==> src/rtl/spi_slave_sync.sv <==
// -----------------------------------------------------------------------------
// spi_slave_sync
//   Mode-0 (CPOL=0, CPHA=0), MSB-first, 8-bit SPI slave that runs entirely on
//   the system clock. SCK, SS and MOSI are oversampled through synchronizers
//   and edge detectors. Received bytes come out as a parallel byte with a
//   one-cycle strobe. Transmit data goes through a single-entry holding
//   register with a ready/load handshake.
//
// Ports
//   sysClk_i    in   1  system clock (only clock in the block)
//   reset_i     in   1  synchronous, active-high reset
//   spiClk_i    in   1  SCK from master (async)
//   ss_i_n      in   1  slave select, active low (async)
//   mosi_i      in   1  serial data from master (async)
//   miso_o      out  1  serial data to master
//   tx_byte_i   in   8  byte to transmit next
//   tx_load_i   in   1  capture tx_byte_i when tx_ready_o=1
//   tx_ready_o  out  1  TX holding register empty
//   rx_byte_o   out  8  last completely received byte
//   rx_valid_o  out  1  one-cycle strobe, rx_byte_o updated
//   busy_o      out  1  frame active
//   abort_o     out  1  one-cycle strobe, SS deasserted mid-byte
//
// state   | meaning
// S_IDLE  | no frame; waiting for a synced SS falling edge
// S_SHIFT | frame active; sampling on SCK rise, shifting out on SCK fall
// -----------------------------------------------------------------------------
module spi_slave_sync #(
   parameter int          SYNC_STAGES = 2,
   parameter logic [7:0]  FILL_BYTE   = 8'h00
) (
   input  logic        sysClk_i,
   input  logic        reset_i,
   input  logic        spiClk_i,
   input  logic        ss_i_n,
   input  logic        mosi_i,
   output logic        miso_o,
   input  logic [7:0]  tx_byte_i,
   input  logic        tx_load_i,
   output logic        tx_ready_o,
   output logic [7:0]  rx_byte_o,
   output logic        rx_valid_o,
   output logic        busy_o,
   output logic        abort_o
);

   typedef enum logic {S_IDLE, S_SHIFT} state_t;

   localparam int SETTLE_W = $clog2(SYNC_STAGES + 2);

   // synchronizers and edge history
   logic [SYNC_STAGES-1:0] sck_sync_q;
   logic [SYNC_STAGES-1:0] ss_sync_q;
   logic [SYNC_STAGES-1:0] mosi_sync_q;
   logic                   sck_hist_q;
   logic                   ss_hist_q;
   logic [SETTLE_W-1:0]    settle_q;
   logic                   armed_q;

   // FSM / datapath
   state_t      state_q;
   logic [2:0]  bit_cnt_q;
   logic [6:0]  rx_shift_q;
   logic [6:0]  tx_shift_q;      // bits still to send after the one on miso_o
   logic        tx_full_q;
   logic        tx_full_d;
   logic [7:0]  tx_hold_q;
   logic [7:0]  tx_hold_d;

   logic        sck_s;
   logic        ss_s;
   logic        mosi_s;
   logic        settled;
   logic        ss_fall;
   logic        ss_rise;
   logic        sck_rise;
   logic        sck_fall;
   logic        tx_take;
   logic [7:0]  tx_next_byte;

   // MOSI is taken from the last sync stage, the same point SCK edges are
   // detected at, so data and clock see identical delay.
   assign sck_s  = sck_sync_q[SYNC_STAGES-1];
   assign ss_s   = ss_sync_q[SYNC_STAGES-1];
   assign mosi_s = mosi_sync_q[SYNC_STAGES-1];

   // After reset the chains still hold idle values, not pin values. Edges are
   // ignored until the pin values have reached the history stage, and a frame
   // start additionally needs SS to have been seen high, so a reset inside a
   // frame never turns into a mid-byte join.
   assign settled  = (settle_q == '0);
   assign ss_fall  = settled & armed_q & ss_hist_q & ~ss_s;
   assign ss_rise  = settled & ~ss_hist_q & ss_s;
   assign sck_rise = settled & ~sck_hist_q & sck_s;
   assign sck_fall = settled & sck_hist_q & ~sck_s;

   assign tx_next_byte = tx_full_q ? tx_hold_q : FILL_BYTE;
   assign tx_take = ((state_q == S_IDLE) && ss_fall) ||
                    ((state_q == S_SHIFT) && !ss_rise && sck_fall && (bit_cnt_q == 3'd0));
   assign tx_ready_o = ~tx_full_q;

   always_ff @(posedge sysClk_i) begin
      if (reset_i) begin
         sck_sync_q  <= '0;
         ss_sync_q   <= '1;
         mosi_sync_q <= '0;
         sck_hist_q  <= 1'b0;
         ss_hist_q   <= 1'b1;
         settle_q    <= SETTLE_W'(SYNC_STAGES + 1);
         armed_q     <= 1'b0;
      end else begin
         sck_sync_q  <= {sck_sync_q[SYNC_STAGES-2:0], spiClk_i};
         ss_sync_q   <= {ss_sync_q[SYNC_STAGES-2:0], ss_i_n};
         mosi_sync_q <= {mosi_sync_q[SYNC_STAGES-2:0], mosi_i};
         sck_hist_q  <= sck_s;
         ss_hist_q   <= ss_s;
         if (!settled)
            settle_q <= settle_q - SETTLE_W'(1);
         if (settled && ss_s)
            armed_q <= 1'b1;
      end
   end

   // A consume and a load in the same cycle: the consume sees the register
   // as it was (empty -> FILL_BYTE), the load then fills it.
   always_comb begin
      tx_full_d = tx_full_q;
      tx_hold_d = tx_hold_q;
      if (tx_take)
         tx_full_d = 1'b0;
      if (tx_load_i && !tx_full_q) begin
         tx_full_d = 1'b1;
         tx_hold_d = tx_byte_i;
      end
   end

   always_ff @(posedge sysClk_i) begin
      if (reset_i) begin
         tx_full_q <= 1'b0;
         tx_hold_q <= 8'h00;
      end else begin
         tx_full_q <= tx_full_d;
         tx_hold_q <= tx_hold_d;
      end
   end

   always_ff @(posedge sysClk_i) begin
      if (reset_i) begin
         state_q    <= S_IDLE;
         bit_cnt_q  <= 3'd0;
         rx_shift_q <= 7'd0;
         tx_shift_q <= 7'd0;
         miso_o     <= 1'b0;
         rx_byte_o  <= 8'h00;
         rx_valid_o <= 1'b0;
         busy_o     <= 1'b0;
         abort_o    <= 1'b0;
      end else begin
         rx_valid_o <= 1'b0;
         abort_o    <= 1'b0;
         case (state_q)
            S_IDLE: begin
               busy_o <= 1'b0;
               miso_o <= 1'b0;
               if (ss_fall) begin
                  state_q    <= S_SHIFT;
                  busy_o     <= 1'b1;
                  bit_cnt_q  <= 3'd0;
                  rx_shift_q <= 7'd0;
                  miso_o     <= tx_next_byte[7];
                  tx_shift_q <= tx_next_byte[6:0];
               end
            end
            S_SHIFT: begin
               busy_o <= 1'b1;
               // SS release has priority over any SCK edge in the same cycle.
               if (ss_rise) begin
                  state_q   <= S_IDLE;
                  busy_o    <= 1'b0;
                  miso_o    <= 1'b0;
                  bit_cnt_q <= 3'd0;
                  if (bit_cnt_q != 3'd0)
                     abort_o <= 1'b1;
               end else if (sck_rise) begin
                  rx_shift_q <= {rx_shift_q[5:0], mosi_s};
                  bit_cnt_q  <= bit_cnt_q + 3'd1;
                  if (bit_cnt_q == 3'd7) begin
                     rx_byte_o  <= {rx_shift_q, mosi_s};
                     rx_valid_o <= 1'b1;
                  end
               end else if (sck_fall) begin
                  if (bit_cnt_q == 3'd0) begin
                     miso_o     <= tx_next_byte[7];
                     tx_shift_q <= tx_next_byte[6:0];
                  end else begin
                     miso_o     <= tx_shift_q[6];
                     tx_shift_q <= {tx_shift_q[5:0], 1'b0};
                  end
               end
            end
            default: state_q <= S_IDLE;
         endcase
      end
   end

endmodule

==> config.mk <==
export PLATFORM = sky130hd
export DESIGN_NAME = spi_slave_sync
export DESIGN_NICKNAME = d
export VERILOG_FILES = /design/src/rtl/spi_slave_sync.sv
export SDC_FILE = /design/constraint.sdc
export NUM_CORES = 1
export LEC_CHECK = 0
export CAP_MARGIN = 20
export CELL_PAD_IN_SITES_DETAIL_PLACEMENT = 1
export CELL_PAD_IN_SITES_GLOBAL_PLACEMENT = 2
export CORE_ASPECT_RATIO = 1.25
export CORE_MARGIN = 4
export CORE_UTILIZATION = 28
export CTS_CLUSTER_DIAMETER = 80
export CTS_CLUSTER_SIZE = 30
export DETAILED_ROUTE_END_ITERATION = 10
export PLACE_DENSITY = 0.79
export SETUP_SLACK_MARGIN = 0.05
export SYNTH_ARGS = -nofsm -noshare
export SYNTH_HDL_FRONTEND = slang
export SYNTH_SLANG_ARGS = --single-unit
==> constraint.sdc <==
create_clock -name sysClk_i -period 1.8 [get_ports sysClk_i]
set_clock_uncertainty 0.1 [all_clocks]
set_input_delay 0.45 -clock sysClk_i [delete_from_list [all_inputs] [get_ports sysClk_i]]
set_output_delay 0.45 -clock sysClk_i [all_outputs]
set_load 0.1 [all_outputs]
==> qor.yml, run 1 <==
sta:
  period_share_pct: 93.2
  finalHoldViolations: 0
  slew-limit-headroom_pct: 78.8
  min_period_ns: 1.68
  fin_tns_setup_ns: 0
  grt_setup_unrepaired: "false"
  report.final.slew_viol_count: 0
  setup_viol: 0
  max_freq_ghz: 0.596
  worst_pin_slew_ns: 0.318
synthesis:
  synth_most_common_cell: "dfxtp_1"
  synth_edf_count: 0
  yosysSeqAreaShare_pct: 48.3
  yosysWarningCount: 0
  ys.flop_type: "dfxtp_1"
  yosysTopAreaCell: "dfxtp_1"
  syn_nets: 244
  ys_seq_elements: 49
  synth_common_cells: "49 x dfxtp_1, 34 x nand3_1, 31 x nand2_1, 25 x a21oi_1, 8 x nor3_1"
  synthTopCellsByArea: "dfxtp_1 48%, nand3_1 8.4%, a21oi_1 6.2%"
  synth.avg_cell_area_um2: 8.99
  syn-cell-area_mm2: 0.00203
  synth_top_cell_area_share_pct: 48.3
  postSynth.asyncResetShare_pct: 0
  synthDistinctLibCells: 37
  synth_cells: 226
worst_hold_path:
  worstHoldPathType: "reg -> reg"
grt:
  grt_pass1_vias: 1719
  overflow: 0
  met1_usage_pct: 11.8
  antenna_found_initial: 0
  grt-busiest-layer: "met2"
  grt_pass1_wl_um: 7880
  grt_max_degree: 25
  grt_usage_pct: 11.0
  grt_use_met3_pct: 1.82
  met2_usage_pct: 21.4
cells_and_area:
  post-route-util_pct: 38.3
  drive_above_1_share_pct: 22.0
  antenna_cells: 0
  nets: 276
  area_growth_pct: 32.1
floorplanning:
  die-area_mm2: 0.00869
  die_y_um: 103
  ios: 27
  die_w_um: 84.2
  row_count: 34
  start_util_pct: 28.9
  fp.coreArea_mm2: 0.00702
detailed_routing:
  dr.pass1.iters: 2
  drt_iter0_drc: 41
  vias_per_cell: 4.80
  drt_wl_total_um: 4610
  vias: 1676
  ant_nets: 0
  post_drt_wl_per_cell_um: 13.2
  drcViolationCount: 0
clock_tree:
  cts_tree: "yes"
  htreeDepth: 2
  cts-buffers-inserted: 5
  root_buffer: "clkbuf_8"
  cts.reportedPaths.clkPinSlew_ns: 0.09
  clockBufferDepth: 2
  clk_latency_ns: 0.30
  cts.sinks: 49
worst_setup_path:
  crit_type: "reg -> out"
  cp_max_fo: 14
  start_kind: "flop"
  path_cells: "buf_6 > buf_12"
  cp_data_required_time_ns: 1.25
  cp-end-kind: "output port"
  crit_slowest_cell: "dfxtp_4"
  cpPeakStageDelay_ns: 0.44
  arrival_ns: 1.13
  path_buf_inv: 2
  cp_top_family: "flip-flops"
placement:
  dp_hpwl_um: 3300
  port-buffer-count: 26
  place_congestion: 0.746
flow_run:
  maxCapViolations: 0
outcome:
  status: "finished clean"
power_and_ir_drop:
  leakage_nw: 0.917
  power_density_mw_per_mm2: 731
  ir_worst_vdd_mv: 0.291
[layout by cell type (no fill, tap or decap), drive strengths merged]
master	n
buf	28
nand4	2
a41o	1
inv	4
o211ai	1
a211oi	2
or2	4
nand2b	5
nor3	8
clkinvlp	3
nand3	36
clkdlybuf4s50	13
and2b	2
o2111ai	1
nand4b	3
nand3b	1
a311oi	6
ha	4
nand2	31
nor3b	2
nor2b	7
mux2i	3
nand4bb	1
mux2	1
dfxtp	49
and2	1
clkbuf	6
and4bb	1
o21a	2
a21oi	27
xor2	1
nor2	3
[worst register-to-register path: stages, from the launching register on]
cell	delay [ns]
dfxtp_1	0.33
inv_1	0.06
ha_2	0.22
nand2_2	0.11
nor3b_4	0.20
buf_4	0.18
nor3_1	0.06
a311oi_1	0.25
[logic make-up after synthesis]
| kind of cell | after synthesis | share of synthesized area [%] |
|---|---|---|
| flip-flops | 49 | 48.3 |
| XOR/XNOR | 1 | 0.431 |
| buffers and inverters | 21 | 4.99 |
| AO/OA/AOI/OAI | 40 | 12.6 |
| AND/OR/NAND/NOR | 107 | 29.0 |
| adder cells (fa/ha/maj) | 4 | 2.46 |
| multiplexers | 4 | 2.22 |
[registers in the layout, summed over array words and instances, names as in the netlist]
signal	count
abort_o	1
sck_hist_q	1
miso_o	1
sck_sync_q	2
settle_q	2
rx_valid_o	1
ss_sync_q	2
tx_full_q	1
tx_shift_q	7
tx_hold_q	8
rx_shift_q	7
rx_byte_o	8
ss_hist_q	1
mosi_sync_q	2
armed_q	1
state_q	1
bit_cnt_q	3
[metal layers]
layer / vias up / share of wire (%)
li1: 850 / -
met1: 799 / 44
met2: 25 / 52
met3: 2 / 3.1
met4: 0 / 1.1
met5: - / 0
[cell type report]
type                       count  area (um^2)
timing repair buffer          41          507
clock buffer                   6         72.6
inverter                       5         22.5
tap                           90          113
clock inverter                 2         15.0
sequential                    49          985
multi-input combinational    156          971
fill                         803         4330
[where the power goes]
part / switching, mW / internal, mW / leakage (nW)
clock network: 0.371 / 0.275 / 0.0374
logic: 0.0937 / 0.0895 / 0.481
registers: 0.0177 / 1.11 / 0.399
total: 0.483 / 1.48 / 0.917
[repair_timing]
action | CTS | global route
endpoints found under the setup margin | 5 | 20
hold buffers | 0 | 0
buffers inserted | 0 | 1
pin swaps | 0 | 1
gates resized for setup | 2 | 7
endpoints found under the hold margin | 0 | 0
[through the flow]
step	setup WS (ns)	cells	power (mW)	instance area, um^2	hold slack (ns)
final	0.122	349	1.96	2690	0.316
after global routing	0.0692	349	2.05	2690	0.339
after CTS	0.0478	348	1.99	2660	0.321
after detailed placement	0.0402	340	1.34	2560	0.300
after global placement	0.142	340	1.34	2560	0.293
after floorplan	0.0654	226	1.26	2040	0.289
[final timing paths]
kind,startpoint,endpoint,slack [ns],cells after the start
setup / recovery,state_q,busy_o,0.12,2
setup reg to reg,settle_q[0],tx_shift_q[5],0.21,7
hold reg to reg,ss_sync_q[0],ss_sync_q[1],0.32,1
hold / removal,ss_sync_q[0],ss_sync_q[1],0.32,1
Power figures use the tool's default switching activity.
==> run 2: changes to the inputs <==
--- a/config.mk
+++ b/config.mk
@@ -14,7 +14,8 @@
 export CTS_CLUSTER_DIAMETER = 80
 export CTS_CLUSTER_SIZE = 30
 export DETAILED_ROUTE_END_ITERATION = 10
-export PLACE_DENSITY = 0.79
+export DONT_BUFFER_PORTS = 1
+export PLACE_DENSITY = 0.71
 export SETUP_SLACK_MARGIN = 0.05
 export SYNTH_ARGS = -nofsm -noshare
 export SYNTH_HDL_FRONTEND = slang
==> qor.yml, run 2 (synthesized netlist as in run 1, its figures left out) <==
sta:
  period_share_pct: 91.8
  grt_setup_unrepaired: "true"
  hold_ws_ns: 0.114
  setup_slack_ns: 0.147
  max_freq_ghz: 0.605
  setup_viol: 0
  finalHoldViolations: 0
  worst_pin_slew_ns: 0.364
  min_period_ns: 1.65
  report.final.slew_viol_count: 0
  slew-limit-headroom_pct: 75.6
  fin_tns_setup_ns: 0
power_and_ir_drop:
  p_seq_share_pct: 59.2
  ir_worst_vdd_mv: 0.314
  swShare_pct: 22.7
  p_int_mw: 1.48
  power_frac_comb_pct: 6.7
  power_mw: 1.91
  p_sw_uw: 435
  leakage_nw: 0.824
  power_density_mw_per_mm2: 808
  p_clk_share_pct: 34.1
floorplanning:
  die_y_um: 103
  fp.coreArea_mm2: 0.00702
  ios: 27
  row_count: 34
  start_util_pct: 28.9
  die-area_mm2: 0.00869
  die_w_um: 84.2
detailed_routing:
  drcViolationCount: 0
  post_drt_wl_per_cell_um: 14.3
  vias: 1636
  drt_wl_total_um: 4740
  drt_iter0_drc: 31
  dr.pass1.iters: 4
  vias_per_cell: 4.93
  ant_nets: 0
worst_setup_path:
  cpPeakStageDelay_ns: 0.33
  start_kind: "flop"
  cp_max_fo: 7
  path_cells: "inv_1 > ha_1 > nand2_1 > nor3b_4 > buf_4 > nor3_1 > a311oi_1"
  crit_type: "reg -> reg"
  crit_slowest_cell: "dfxtp_1"
  cp-end-kind: "flop"
  r2r_cells: 7
  arrival_ns: 1.75
  cp_data_required_time_ns: 1.90
grt:
  grt_pass1_vias: 1749
  grt_usage_pct: 11.5
  overflow: 0
  antenna_found_initial: 0
  grt_pass1_wl_um: 8090
  grt_max_degree: 53
outcome:
  status: "finished clean"
clock_tree:
  cts.reportedPaths.clkPinSlew_ns: 0.09
  clockBufferDepth: 2
  root_buffer: "clkbuf_8"
  cts-buffers-inserted: 5
  cts_tree: "yes"
  clk_latency_ns: 0.29
  htreeDepth: 2
  ctsHoldBuffers: 0
  cts.sinks: 49
placement:
  dpl.cell_count: 324
  dp_slack_ns: 0.104
  port-buffer-count: 0
  place_congestion: 0.753
  place_area_mm2: 0.00225
  dp_hpwl_um: 3270
cells_and_area:
  design_area_mm2: 0.00237
  post-route-util_pct: 33.7
  most-common-layout-cells: "48 x dfxtp_1, 34 x nand3_1, 29 x nand2_1"
  antenna_cells: 0
  top_regs: "rx_byte_o (8), tx_hold_q (8)"
  nets: 260
  layout_commonest_cell: "dfxtp_1"
  drive_above_1_share_pct: 20.7
  area_growth_pct: 16.5
  instances_no_fill: 332
worst_hold_path:
  hold_depth: 1
  worstHoldPathType: "in -> reg"
flow_run:
  maxCapViolations: 0
[run 2: cell count changes in the layout (fill, tap and decap cells not counted), sizes merged]
cell,before,now
clkdlybuf4s50,13,0
buf,28,25
clkinvlp,3,1
clkbuf,6,7
[run 2: final cells by class]
cell class | instances | area [um^2]
fill | 834 | 4650
tap | 90 | 113
sequential | 49 | 982
multi-input combinational | 156 | 976
timing repair buffer | 25 | 188
clock buffer | 7 | 86.3
inverter | 5 | 22.5
[run 2: worst max-delay path, delay by kind of cell, from the launching register on]
family                     cells  cell delay (ns)
AOI/OAI and AO/OA              1             0.26
adders and majority gates      1             0.19
buffers and inverters          2             0.24
DFF                            1             0.33
and+or+nand+nor                3             0.43
[run 2: path summary, 6_finish.rpt]
kind | slack [ns] | endpoint | from
hold reg to reg | 0.32 | ss_sync_q[1] | ss_sync_q[0]
setup reg to reg | 0.15 | tx_shift_q[3] | settle_q[0]
hold / removal | 0.11 | state_q | reset_i
setup / recovery | 0.15 | tx_shift_q[3] | settle_q[0]
[run 2: what timing repair did]
action	4_1_cts	5_1_grt
setup endpoints to repair	0	17
buffers inserted	0	1
gates resized for setup	0	5
[run 2: metal layers]
| metal | vias to the layer above | GRT usage [%] | wire, um |
|---|---|---|---|
| li1 | 819 | - | - |
| met1 | 785 | 12.9 | 2140 |
| met2 | 27 | 21.7 | 2370 |
| met3 | 5 | 2.69 | 174 |
| met4 | 0 | 3.34 | 57 |
| met5 | - | 0 | 0 |
[run 2: power by group through the flow]
| stage | logic [mW] | registers (mW) | clock network (mW) |
|---|---|---|---|
| floorplan | 0.109 | 1.15 | 0 |
| CTS | 0.129 | 1.13 | 0.683 |
| global placement | 0.123 | 1.16 | 0 |
| global route | 0.144 | 1.14 | 0.723 |
| detailed placement | 0.128 | 1.16 | 0 |
| finish | 0.128 | 1.13 | 0.652 |
==> run 3: changes to the inputs <==
--- a/config.mk
+++ b/config.mk
@@ -12,7 +12,6 @@
 export CORE_MARGIN = 4
 export CORE_UTILIZATION = 28
 export CTS_CLUSTER_DIAMETER = 80
-export CTS_CLUSTER_SIZE = 30
 export DETAILED_ROUTE_END_ITERATION = 10
 export DONT_BUFFER_PORTS = 1
 export PLACE_DENSITY = 0.71
==> results of run 3 <==
Final layout, timing and power as in run 2 (identical DEF).
